`config.mk`:
```
export PLATFORM = sky130hd
export DESIGN_NAME = spike_window_counter
export DESIGN_NICKNAME = d
export VERILOG_FILES = /design/src/rtl/spike_window_counter.sv
export SDC_FILE = /design/constraint.sdc
export NUM_CORES = 1
export LEC_CHECK = 0
export BUFFER_PORTS_ARGS = -buffer_cell sky130_fd_sc_hd__buf_4
export CAP_MARGIN = 20
export CORE_MARGIN = 4
export CORE_UTILIZATION = 50
export DETAILED_ROUTE_END_ITERATION = 10
export MAX_ROUTING_LAYER = met4
export PLACE_DENSITY = 0.68
export SYNTH_ARGS = -nofsm -noshare
export SYNTH_HDL_FRONTEND = slang
export SYNTH_SLANG_ARGS = --single-unit
```
`constraint.sdc`:
```
create_clock -name clk -period 9.85 [get_ports clk]
set_clock_uncertainty 0.2 [all_clocks]
set_input_delay 0 -clock clk [delete_from_list [all_inputs] [get_ports clk]]
set_output_delay 0 -clock clk [all_outputs]
set_load 0.03 [all_outputs]
```
`src/rtl/spike_window_counter.sv`:
```
// spike_window_counter
//   Counts spikes from a neuron's 1-bit spike output over fixed-length windows.
//   Each completed window's count goes into a small FIFO. That FIFO is a
//   first-word-fall-through queue drained by a valid/ready stream, so the
//   neuron side never stalls.
//
// Ports
//   clk           clock, all logic on rising edge
//   reset         synchronous active-high reset
//   enable        1 = run windows, 0 = abort current window and idle
//   spike_in      spike pulse, sampled every cycle while counting
//   window_len    window length in cycles, latched at window start (0 -> 1)
//   clr_overflow  clears the sticky overflow flag
//   out_valid     FIFO non-empty
//   out_ready     consumer accepts head entry
//   out_count     head entry spike count (saturating)
//   out_sat       head entry count saturated
//   out_seq       head entry window sequence number
//   overflow      sticky: a completed window was dropped because FIFO was full
module spike_window_counter #(
  parameter int CNT_W      = 8,
  parameter int WIN_W      = 8,
  parameter int FIFO_DEPTH = 4
) (
  input  logic             clk,
  input  logic             reset,
  input  logic             enable,
  input  logic             spike_in,
  input  logic [WIN_W-1:0] window_len,
  input  logic             clr_overflow,
  output logic             out_valid,
  input  logic             out_ready,
  output logic [CNT_W-1:0] out_count,
  output logic             out_sat,
  output logic [7:0]       out_seq,
  output logic             overflow
);

  localparam int AW = $clog2(FIFO_DEPTH);
  localparam logic [WIN_W-1:0] ONE_W = 1;

  typedef enum logic [0:0] {IDLE, COUNT} state_t;

  state_t           state, state_nx;
  logic [WIN_W-1:0] remaining, remaining_nx;
  logic [WIN_W-1:0] start_rem;
  logic [CNT_W-1:0] count, count_nx, count_inc;
  logic             sat, sat_nx, sat_inc;
  logic [7:0]       seq, seq_nx;
  logic             push;

  // Remaining-cycles counter starts at L-1 so that remaining==0 marks the
  // L-th sampled cycle; a programmed length of 0 behaves as 1.
  assign start_rem = (window_len == '0) ? '0 : window_len - ONE_W;

  // Count including this cycle's spike; sticks at all-ones once an
  // increment past the maximum is attempted.
  always_comb begin
    count_inc = count;
    sat_inc   = sat;
    if (spike_in) begin
      if (count == '1) begin
        sat_inc = 1'b1;
      end else begin
        count_inc = count + 1'b1;
      end
    end
  end

  always_ff @(posedge clk) begin
    if (reset) begin
      state     <= IDLE;
      remaining <= '0;
      count     <= '0;
      sat       <= 1'b0;
      seq       <= '0;
    end else begin
      state     <= state_nx;
      remaining <= remaining_nx;
      count     <= count_nx;
      sat       <= sat_nx;
      seq       <= seq_nx;
    end
  end

  always_comb begin
    state_nx     = state;
    remaining_nx = remaining;
    count_nx     = count;
    sat_nx       = sat;
    seq_nx       = seq;
    push         = 1'b0;
    unique case (state)
      IDLE: begin
        if (enable) begin
          state_nx     = COUNT;
          remaining_nx = start_rem;
          count_nx     = '0;
          sat_nx       = 1'b0;
        end
      end
      COUNT: begin
        if (!enable) begin
          state_nx = IDLE;
        end else if (remaining == '0) begin
          // Last sampled cycle: emit and immediately start the next window.
          push         = 1'b1;
          seq_nx       = seq + 8'd1;
          remaining_nx = start_rem;
          count_nx     = '0;
          sat_nx       = 1'b0;
        end else begin
          remaining_nx = remaining - ONE_W;
          count_nx     = count_inc;
          sat_nx       = sat_inc;
        end
      end
      default: state_nx = IDLE;
    endcase
  end

  // Result FIFO: pointers carry one extra wrap bit to tell full from empty.
  logic [CNT_W-1:0] mem_count [FIFO_DEPTH];
  logic             mem_sat   [FIFO_DEPTH];
  logic [7:0]       mem_seq   [FIFO_DEPTH];
  logic [AW:0]      wr_ptr, rd_ptr;
  logic             empty, full, pop, wr_en, drop;

  assign empty = (wr_ptr == rd_ptr);
  assign full  = (wr_ptr[AW] != rd_ptr[AW]) && (wr_ptr[AW-1:0] == rd_ptr[AW-1:0]);
  assign pop   = !empty && out_ready;
  assign wr_en = push && (!full || pop);
  assign drop  = push && full && !pop;

  assign out_valid = !empty;
  assign out_count = mem_count[rd_ptr[AW-1:0]];
  assign out_sat   = mem_sat[rd_ptr[AW-1:0]];
  assign out_seq   = mem_seq[rd_ptr[AW-1:0]];

  always_ff @(posedge clk) begin
    if (reset) begin
      wr_ptr <= '0;
      rd_ptr <= '0;
      for (int unsigned i = 0; i < FIFO_DEPTH; i++) begin
        mem_count[i] <= '0;
        mem_sat[i]   <= 1'b0;
        mem_seq[i]   <= '0;
      end
    end else begin
      if (wr_en) begin
        mem_count[wr_ptr[AW-1:0]] <= count_inc;
        mem_sat[wr_ptr[AW-1:0]]   <= sat_inc;
        mem_seq[wr_ptr[AW-1:0]]   <= seq;
        wr_ptr <= wr_ptr + 1'b1;
      end
      if (pop) begin
        rd_ptr <= rd_ptr + 1'b1;
      end
    end
  end

  // A drop in the same cycle as a clear leaves the flag set.
  always_ff @(posedge clk) begin
    if (reset) begin
      overflow <= 1'b0;
    end else if (drop) begin
      overflow <= 1'b1;
    end else if (clr_overflow) begin
      overflow <= 1'b0;
    end
  end

endmodule

```
# --- Word-level counts from Yosys, hierarchy flattened ---
# Memories as Yosys holds them, arrays and structs flattened. A register that Yosys moved wholly into a read port is not among the register bits.
# Cells that the tools add are included.
totals:
  regBits: 33
  latch_bits: 0
  mem_bits_rw: 68
  rom_bits: 0
  out_inout_bits: 19
  wordCells: 84
  mem_count: 3
op_classes:
  n_addsub: 6
  multipliers: 0
  n_div: 0
  magnitude_cmp: 0
  n_eq_ne: 6
  shifts: 0
  n_mux: 43
  n_bitwise: 1
  n_reduce_logical: 17
mem_list:
  columns: ["name", "words", "width", "rd", "rd_ports_with_merged_regs", "wr", "line_no", "text"]
  rows:
  - ["mem_count", 4, 8, 1, 1, 4, "123", "logic [CNT_W-1:0] mem_count [FIFO_DEPTH];"]
  - ["mem_seq", 4, 8, 1, 1, 4, "125", "logic [7:0] mem_seq [FIFO_DEPTH];"]
  - ["mem_sat", 4, 1, 1, 1, 4, "124", "logic mem_sat [FIFO_DEPTH];"]
ops:
  columns: ["operator", "n"]
  rows:
  - ["8-bit two-way mux", 11]
  - ["8-bit case mux with 2 select lines", 2]
  - ["1-bit two-way mux", 20]
  - ["2-bit two-way mux", 9]
  - ["8-bit by 1-bit adder with 8-bit output, second input constant", 2]
  - ["8-bit logical NOT", 2]
  - ["8-bit OR reduction", 2]
  - ["8-bit by 1-bit subtractor with 8-bit output, second input constant", 2]
  - ["8-bit == test, second input constant", 1]
  - ["3-bit by 1-bit adder with 3-bit output, second input constant", 2]
  - ["1-bit logical AND", 5]
  - ["2-bit != test, second input constant", 2]
  - ["3-bit == test", 1]
  - ["1-bit logical NOT", 3]
  - ["3-bit AND reduction", 1]
  - ["2-bit == test", 1]
  - ["1-bit case mux with 2 select lines", 1]
  - ["2-bit AND reduction", 1]
  - ["2-bit nonzero test", 1]
  - ["1-bit logical OR", 1]
  - ["1-bit != test", 1]
  - ["1-bit NOT", 1]
  - ["1-bit OR reduction", 1]

# --- Depth between registers and ports, before layout ---
# Gate-level depths: netlist (run 1).
depth:
  depth_word: 10
  depth_mapped: 8
  mapped_depth_nobuf: 6

# --- Worst setup path after synthesis (run 1) ---
# Ideal clock, no wire load.
synth_path:
  path_type: "register to register"
  start: "reg remaining[0]"
  end: "mem mem_count[3][0] (enable)"
  setup_ns: 0.418
  arrival_time_ns: 2.627
  required_time_ns: 9.232
  path_slack_ns: 6.605
  stages_incl_launch_ff: 6
  path_cell_list: "dfxtp_1 inv_1 ha_1 nor3b_1 nand3_1 o31ai_1"
synth_rtl:
  columns: ["item", "line_no", "text"]
  rows:
  - ["start: declaration", "45", "logic [WIN_W-1:0] remaining, remaining_nx;"]
  - ["start signal: assignment", "79", "remaining <= remaining_nx;"]
  - ["end: declaration", "123", null]

==> results of run 1 <==
[layer usage]
layer | part of all wire, % | routed length [um] | up-vias
li1 | - | - | 1684
met1 | 46 | 4704 | 1698
met2 | 48 | 4861 | 84
met3 | 4.3 | 434 | 11
met4 | 1.2 | 123 | 0
met5 | 0 | 0 | -
[per-stage QoR]
step                area (um2)  hold WS (ns)  setup WS [ns]  util (%)  power, mW
floorplan                 4901      0.001874          6.605         -     0.5535
global placement          5249        0.1261          6.228     56.01     0.5808
detailed placement        5249        0.1369          6.029     56.01     0.5827
CTS                       5638        0.2929          6.023     60.16     0.8324
global route              5638        0.3125          5.800     60.16     0.8606
finish                    5638        0.2888          6.073     60.16     0.8273
[final cells by class]
cell class / instances / area, um2
Inverter: 13 / 48.80
Clock inverter: 6 / 51.30
Tap cell: 129 / 161.4
Timing Repair Buffer: 55 / 465.4
Sequential cell: 103 / 2743
Multi-Input combinational cell: 291 / 2041
Clock buffer: 10 / 127.6
Fill cell: 799 / 3734
[power by group]
group | total (mW) | switching, mW | internal (mW)
Sequential | 0.485 | 0.0104 | 0.475
Clock | 0.249 | 0.153 | 0.0957
Combinational | 0.0936 | 0.0536 | 0.0401
Total | 0.827 | 0.217 | 0.610
[path summary, 6_finish.rpt]
check | startpoint | to | cells after the start
max | remaining[0] | mem_seq[1][6] | 6
min | seq[6] | seq[6] | 2
max reg2reg | remaining[0] | mem_seq[1][6] | 6
min reg2reg | seq[6] | seq[6] | 2
[placed cells by master, fill, tap and decap left out, drive strengths merged, types with 3 or more instances in the layout]
cell / instances
buf: 34
clkbuf: 10
mux2i: 3
or4: 5
xnor2: 4
or3: 6
nor2: 60
inv: 16
dfxtp: 35
and2: 19
nand3: 14
nor2b: 6
mux4: 17
o31ai: 4
nand2: 22
edfxtp: 68
nor3: 7
clkinvlp: 3
o21ai: 13
o32ai: 3
o211ai: 7
nand4: 6
dlygate4sd3: 21
ha: 8
nor4: 4
a21oi: 23
xor2: 11
and3: 12
a31oi: 6
[critical path: cells and delay by family (launching register included)]
| kind | cells | cell delay (ns) |
|---|---|---|
| AND/OR/NAND/NOR | 4 | 2.57 |
| adder cells (fa/ha/maj) | 1 | 0.20 |
| buffers and inverters | 1 | 0.09 |
| flip-flops | 1 | 0.36 |
[sequential cells by signal, indices dropped and copies added, names as in the netlist, named ones only]
name       count
rd_ptr         3
mem_sat        4
remaining      8
seq            8
mem_seq       32
count          8
overflow       1
sat            1
state          1
mem_count     32
wr_ptr         3
[cells by family (layout without fill, tap and decap cells)]
group                      Yosys count  after routing  synth area share (%)
muxes                               21             21                 8.655
and+or+nand+nor                    176            176                 18.92
xor gates and xnor gates            15             15                 2.681
buffers and inverters               32             84                 2.502
DFF                                103            103                 55.96
adders and majority gates            8              8                 2.042
AOI/OAI and AO/OA                   71             71                 9.242
[timing repair]
action                                  4_1_cts  5_1_grt
resized for setup                             0        0
endpoints found under the setup margin        0        0
hold buffers                                 21        0
endpoints found under the hold margin        33        0
==> flow_metrics.py, run 1 <==
metrics = {
    "route": {
        "routed_wl_mm": 10.12,
        "drcViolationCount": 0,
        "avgViaCountPerCell": 5.728,
        "vias": 3477,
        "detail_route.wl_per_cell_um": 16.68,
        "drt_first_pass_iters": 5,
        "postRouteAntennaNets": 0,
        "dr.first_iter.drc_count": 177,
    },
    "synth": {
        "synth_area_per_cell_um2": 11.50,
        "syn_area_mm2": 0.004901,
        "yosysTopAreaCellShare_pct": 41.66,
        "ys_seq_area_share_pct": 55.96,
        "synthCells": 426,
        "yosys.area.top_type": "edfxtp_1",
        "synth_cell_types": 53,
        "ys_ff_latch": 103,
        "syn_nets": 448,
        "synthFlopType": "edfxtp_1",
        "ys_async_sr_fraction_pct": 0,
        "synth.top_cells.by_count": "edfxtp_1 (68), nor2_1 (60), dfxtp_1 (35)",
        "yosys_warnings": 0,
        "synth_edf_count": 68,
        "synth_area_leaders": "edfxtp_1 (42%), dfxtp_1 (14%), mux4_2 (7.8%)",
        "yosysMostFrequentCell": "edfxtp_1",
    },
    "timing": {
        "fin_tns_setup_ns": 0,
        "post-route-period-util_pct": 38.34,
        "worst_slew_pin_slew_ns": 0.9975,
        "setup_viol_count_final": 0,
        "rsz0062_at_grt": "false",
        "slew_headroom_pct": 32.89,
        "drv_slew": 0,
        "finalCriticalPeriod_ns": 3.777,
        "hold_viol": 0,
        "max_freq_ghz": 0.2648,
    },
    "floorplan": {
        "chipHeight_um": 107.0,
        "die-area_mm2": 0.01145,
        "start_util_pct": 52.30,
        "core_area_mm2": 0.009371,
        "die-width_um": 107.0,
        "io_pins": 33,
        "rows": 35,
    },
    "placed_design": {
        "dp_hpwl_mm": 6.912,
        "place_congestion": 0.8394,
        "port_buffers": 32,
        "dp.cells": 570,
    },
    "power_and_ir_drop": {
        "p_leak_nw": 1.992,
        "vdd_drop_max_mv": 0.08931,
        "powerDensity_mw_per_mm2": 146.7,
    },
    "clock_network": {
        "root_buffer": "clkbuf_8",
        "cts_tree": "built",
        "postCtsSetupBuffers": 0,
        "insertion_delay_ns": 0.36,
        "clk_pin_slew_worst_paths_ns": 0.10,
        "numCtsBuffers": 9,
        "cts_buffer_depth": 2,
        "clkSinkCount": 103,
        "htree_levels": 3,
    },
    "setup_path": {
        "slowest_stage": "nand2_1",
        "path_max_fanout": 17,
        "crit_arrival_ns": 3.58,
        "start_kind": "flop",
        "path_cells": "inv_1 > ha_1 > or3b_2 > nor3_2 > nand3_1 > nand2_1",
        "crit_type": "reg -> reg",
        "crit_required_ns": 9.65,
        "end_kind": "flop",
        "r2r_setup_slack_ns": 6.07,
        "slowest_delay_ns": 0.76,
    },
    "grt": {
        "grt_overflow": 0,
        "met1_usage_pct": 25.29,
        "busiest_layer": "met2",
        "grt_antenna_before_repair": 0,
        "grt_pass1_wl_mm": 16.45,
        "use_met3_pct": 2.769,
        "grt_max_degree": 37,
        "use_met2_pct": 29.86,
        "track_usage_pct": 18.85,
        "grt_pass1_vias": 3261,
    },
    "worst_hold_path": {
        "hp-class": "reg -> reg",
    },
    "finish": {
        "n_antenna_cell": 0,
        "stdcell_count": 607,
        "area_growth_pct": 15.04,
        "nets": 495,
        "layout-drive-gt1-share_pct": 15.90,
    },
    "flow_run": {
        "cap_violations": 0,
    },
    "run_status": {
        "status": "finished, final reports clean",
    },
}
Note: power is estimated with default switching activity, not from simulation.
==> run 2, diff against run 1 <==
- clock period: 9.85 -> 3.6 ns (I/O delays scaled with it)
==> run 2 against run 1 <==
Compared with the run above: flip-flop and latch count unchanged; sequential share of layout area down 0.31 points; sequential power rose to 2.7 times the previous value; wire length up 2.6%; die area unchanged; via count up 0.29%; first-iteration DRC count down 2.8%; worst hold slack worse by 0.00090 ns; utilization up 0.39 points; power rose to 2.8 times the previous value; final area up 0.64%; register-to-register slack worse by 5.7 ns; critical endpoint is now overflow.
==> flow_metrics.py, run 2 (synthesis gave the netlist of run 1 again) <==
metrics = {
    "floorplan": {
        "core_area_mm2": 0.009371,
        "die-area_mm2": 0.01145,
        "start_util_pct": 52.30,
        "rows": 35,
        "chipHeight_um": 107.0,
        "die-width_um": 107.0,
        "io_pins": 33,
    },
    "clock_network": {
        "insertion_delay_ns": 0.37,
        "cts_tree": "built",
        "htree_levels": 3,
        "clkSinkCount": 103,
        "numCtsBuffers": 9,
        "cts_buffer_depth": 2,
        "root_buffer": "clkbuf_8",
        "clk_pin_slew_worst_paths_ns": 0.11,
    },
    "route": {
        "vias": 3487,
        "routed_wl_mm": 10.39,
        "avgViaCountPerCell": 5.707,
        "drt_first_pass_iters": 4,
        "postRouteAntennaNets": 0,
        "detail_route.wl_per_cell_um": 17.00,
        "dr.first_iter.drc_count": 172,
        "drcViolationCount": 0,
    },
    "timing": {
        "hold_viol": 0,
        "fin_tns_setup_ns": 0,
        "rsz0062_at_grt": "false",
        "fin_ws_ns": 0.3312,
        "setup_viol_count_final": 0,
        "worst_slew_pin_slew_ns": 0.7818,
        "timing.hold.ws_ns": 0.2879,
        "slew_headroom_pct": 47.81,
        "max_freq_ghz": 0.3059,
        "drv_slew": 0,
        "post-route-period-util_pct": 90.80,
        "finalCriticalPeriod_ns": 3.269,
    },
    "finish": {
        "layout-drive-gt1-share_pct": 17.43,
        "final_util_pct": 60.55,
        "nFillCells": 807,
        "nets": 499,
        "final_area_mm2": 0.005674,
        "stdcell_count": 611,
        "layout_commonest_cell": "edfxtp_1",
        "largest_registers": "mem_count x32, mem_seq x32",
        "area_growth_pct": 15.78,
        "final_cell_mix": "edfxtp_1 (68), nor2_1 (60), buf_4 (41), dfxtp_1 (35), a21oi_1 (23)",
        "n_antenna_cell": 0,
    },
    "grt": {
        "grt_overflow": 0,
        "grt_pass1_wl_mm": 17.46,
        "grt_antenna_before_repair": 0,
        "track_usage_pct": 19.99,
        "grt_max_degree": 37,
        "grt_pass1_vias": 3429,
    },
    "power_and_ir_drop": {
        "power_mw": 2.286,
        "p_switching_mw": 0.6101,
        "p_leak_nw": 2.031,
        "vdd_drop_max_mv": 0.2362,
        "powerDensity_mw_per_mm2": 402.9,
        "p_seq_share_pct": 58.1,
        "pwr-share-comb_pct": 11.3,
        "power.internal_mw": 1.676,
        "swShare_pct": 26.69,
        "clockPowerShare_pct": 30.6,
    },
    "placed_design": {
        "dp.cells": 577,
        "place_congestion": 0.8389,
        "placed_area_mm2": 0.005301,
        "port_buffers": 32,
        "dp_hpwl_mm": 7.205,
        "place_ws_ns": 0.4901,
    },
    "run_status": {
        "status": "finished, final reports clean",
    },
    "setup_path": {
        "start_kind": "flop",
        "crit_type": "reg -> reg",
        "crit_required_ns": 3.72,
        "path_max_fanout": 10,
        "end_kind": "flop",
        "crit_arrival_ns": 3.39,
        "r2r_setup_slack_ns": 0.33,
    },
    "worst_hold_path": {
        "hp-class": "reg -> reg",
    },
    "flow_run": {
        "cap_violations": 0,
    },
}
-- run 2: cell count changes in the layout (fill, tap and decap cells not counted), sizes merged --
cell,change
buf,+7
clkinv,+3
inv,+1
clkbuf,-1
dlygate4sd3,-3
clkinvlp,-3
-- run 2: what timing repair did --
action,4_1_cts,5_1_grt
endpoints found under the hold margin,33,0
setup endpoints to repair,0,1
hold buffers,18,0
gates resized for setup,0,1
buffers inserted,0,0
-- run 2: area by class of cell --
class / instances / area [um2] / area share, %
Sequential cell: 103 / 2743 / 48.34
Multi-Input combinational cell: 291 / 2047 / 36.07
Timing Repair Buffer: 59 / 488.0 / 8.600
Tap cell: 129 / 161.4 / 2.845
Clock buffer: 9 / 123.9 / 2.183
Clock inverter: 7 / 62.56 / 1.103
Inverter: 13 / 48.80 / 0.8600
-- run 2: routing by layer --
metal	wire (um)	up-vias	track usage (%)
met5	0	-	-
met4	153	0	6.575
met3	434	11	3.131
met2	5029	84	31.29
met1	4771	1697	26.94
li1	-	1695	-
-- run 2: worst max-delay path: stages (launching register included) --
cell	delay, ns
dfxtp_1	0.36
inv_1	0.09
ha_1	0.19
or3b_2	0.52
nor3_4	0.37
buf_4	0.23
a21oi_1	0.07
dlygate4sd3_1	0.56
nor2_1	0.09
dlygate4sd3_1	0.55
-- run 2: path summary, 6_finish.rpt --
check	start	to	cells after the start
setup / recovery	remaining[0]	overflow	9
hold / removal	seq[6]	seq[6]	2
setup reg to reg	remaining[0]	overflow	9
hold reg to reg	seq[6]	seq[6]	2
-- run 2: power by group through the flow --
stage,combinational [mW],clock (mW),sequential (mW)
after global routing,0.285,0.762,1.33
final,0.259,0.700,1.33
after floorplan,0.171,0,1.34
after detailed placement,0.244,0,1.35
after global placement,0.240,0,1.35
after CTS,0.258,0.716,1.33
==> run 3, diff against run 2 <==
- CORE_ASPECT_RATIO: default -> 1.25
==> run 3 against run 2 <==
Compared with the run above: global-route usage about the same; worst hold slack got worse by 0.0020 ns; flip-flop and latch count unchanged; non-clock buffer count increased by 1; via count down 1.1%; final cell count decreased by 0.33%; worst setup slack lost 0.0097 ns; sequential power barely moved; wire length fell by 2.0%; critical path depth did not move; largest power group unchanged; die area barely moved.
==> flow_metrics.py, run 3 (synthesis gave the netlist of run 1 again) <==
metrics = {
    "floorplan": {
        "io_pins": 33,
        "die-area_mm2": 0.01146,
        "die-width_um": 96.55,
        "start_util_pct": 51.00,
        "chipHeight_um": 118.7,
        "rows": 40,
        "core_area_mm2": 0.009609,
    },
    "placed_design": {
        "place_congestion": 0.8223,
        "dp_hpwl_mm": 7.113,
        "dp.cells": 573,
        "port_buffers": 32,
    },
    "route": {
        "drt_first_pass_iters": 5,
        "drcViolationCount": 0,
        "postRouteAntennaNets": 0,
        "routed_wl_mm": 10.18,
        "vias": 3447,
        "detail_route.wl_per_cell_um": 16.72,
        "avgViaCountPerCell": 5.660,
        "dr.first_iter.drc_count": 173,
    },
    "timing": {
        "post-route-period-util_pct": 91.07,
        "fin_tns_setup_ns": 0,
        "setup_viol_count_final": 0,
        "max_freq_ghz": 0.3050,
        "rsz0062_at_grt": "false",
        "worst_slew_pin_slew_ns": 0.7848,
        "hold_viol": 0,
        "slew_headroom_pct": 47.13,
        "finalCriticalPeriod_ns": 3.278,
        "drv_slew": 0,
    },
    "setup_path": {
        "start_kind": "flop",
        "end_kind": "flop",
        "crit_arrival_ns": 3.37,
        "critPathCapture": "overflow",
        "crit_required_ns": 3.69,
        "worst-path-buf-inv": 4,
        "r2r_setup_slack_ns": 0.32,
        "crit_type": "reg -> reg",
        "path_cells": "inv_1 > ha_1 > or3b_2 > nor3_4 > buf_4 > a21oi_1 > dlygate4sd3_1 > nor2_1 > dlygate4sd3_1",
        "startpoint": "remaining[0]",
        "path_max_fanout": 10,
        "cp.depth": 9,
        "slowest_stage": "dlygate4sd3_1",
        "r2r_end": "overflow",
        "slowest_delay_ns": 0.56,
        "worstReg2RegStart": "remaining[0]",
        "crit_family": "buffers and inverters",
        "r2r_cells": 9,
        "crit_top_cell": "dlygate4sd3_1",
    },
    "finish": {
        "area_growth_pct": 18.71,
        "final_util_pct": 60.55,
        "n_antenna_cell": 0,
        "layout_commonest_cell": "edfxtp_1",
        "nFillCells": 814,
        "register_area_mm2": 0.002743,
        "largest_registers": "mem_count x32, mem_seq x32",
        "stdcell_count": 609,
        "nets": 500,
        "final_cell_mix": "edfxtp_1 (68), nor2_1 (60), buf_4 (40), dfxtp_1 (35), a21oi_1 (23)",
        "multi_input_area_mm2": 0.002047,
        "layout-drive-gt1-share_pct": 16.98,
    },
    "clock_network": {
        "root_buffer": "clkbuf_16",
        "clk_pin_slew_worst_paths_ns": 0.06,
        "clkSinkCount": 103,
        "insertion_delay_ns": 0.34,
        "cts_tree": "built",
        "cts_buffer_depth": 2,
        "numCtsBuffers": 9,
        "htree_levels": 3,
    },
    "grt": {
        "grt_overflow": 0,
        "track_usage_pct": 20.00,
        "busiest_layer": "met2",
        "grt_pass1_vias": 3382,
        "met1_usage_pct": 26.10,
        "grt_max_degree": 37,
        "grt_pass1_wl_mm": 17.13,
        "use_met3_pct": 3.501,
        "grt_antenna_before_repair": 0,
        "use_met2_pct": 31.52,
    },
    "power_and_ir_drop": {
        "powerDensity_mw_per_mm2": 450.8,
        "power_mw": 2.623,
        "p_leak_nw": 2.100,
        "vdd_drop_max_mv": 0.3545,
    },
    "flow_run": {
        "cap_violations": 0,
    },
    "run_status": {
        "status": "finished, final reports clean",
    },
    "worst_hold_path": {
        "hp-class": "reg -> reg",
    },
}
==> run 3: cell types whose count changed in the layout (fill, tap and decap cells not counted), sizes merged <==
cell	previous run	this run
inv	17	14
clkbuf	9	10
dlygate4sd3	18	20
bufinv	0	2
buf	41	40
==> run 3: per-stage QoR <==
step           setup slack, ns  instance area (um2)  hold WS [ns]
6_report                0.3216                 5818        0.2859
4_1_cts                 0.2160                 5812        0.2906
5_1_grt                 0.1390                 5818        0.3292
3_5_place_dp            0.5044                 5290        0.1383
3_3_place_gp            0.6235                 5290        0.1180
2_1_floorplan           0.3552                 4901      0.001874
==> run 3: power breakdown <==
part / switching (mW) / internal (mW) / total (mW)
registers: 0.0281 / 1.30 / 1.33
logic: 0.149 / 0.110 / 0.259
clock network: 0.410 / 0.625 / 1.04
==> run 3: layout make-up <==
class,count,share of cell area (%)
Clock inverter,6,1.419
Multi-Input combinational cell,291,35.18
Timing Repair Buffer,60,8.602
Tap cell,126,2.710
Sequential cell,103,47.14
Clock buffer,10,4.108
Inverter,13,0.8387
==> run 3: worst min-delay path by stage <==
stage                        from            to  slack, ns  depth (start not counted)
floorplan           window_len[0]  remaining[0]      0.002                          3
global placement     clr_overflow      overflow       0.12                          4
detailed placement  window_len[0]  remaining[0]       0.14                          4
CTS                        seq[6]        seq[6]       0.29                          2
global route               seq[6]        seq[6]       0.33                          2
finish                     seq[6]        seq[6]       0.29                          2
==> run 3: per-layer routing <==
metal,wire length (um),vias up
met5,0,-
met4,183,0
met3,385,19
met2,5273,89
met1,4341,1648
li1,-,1691
==> run 3: tightest hold or removal path: stages (launching register included) <==
cell and delay, ns:
dfxtp_1 0.32, o31ai_1 0.06, a21oi_1 0.06
==> run 3: what timing repair did <==
| action | in CTS | in global routing |
|---|---|---|
| hold buffers | 20 | 0 |
| gates resized for setup | 0 | 1 |
| buffers inserted | 0 | 0 |
| setup endpoints to repair | 0 | 1 |
| endpoints found under the hold margin | 33 | 0 |
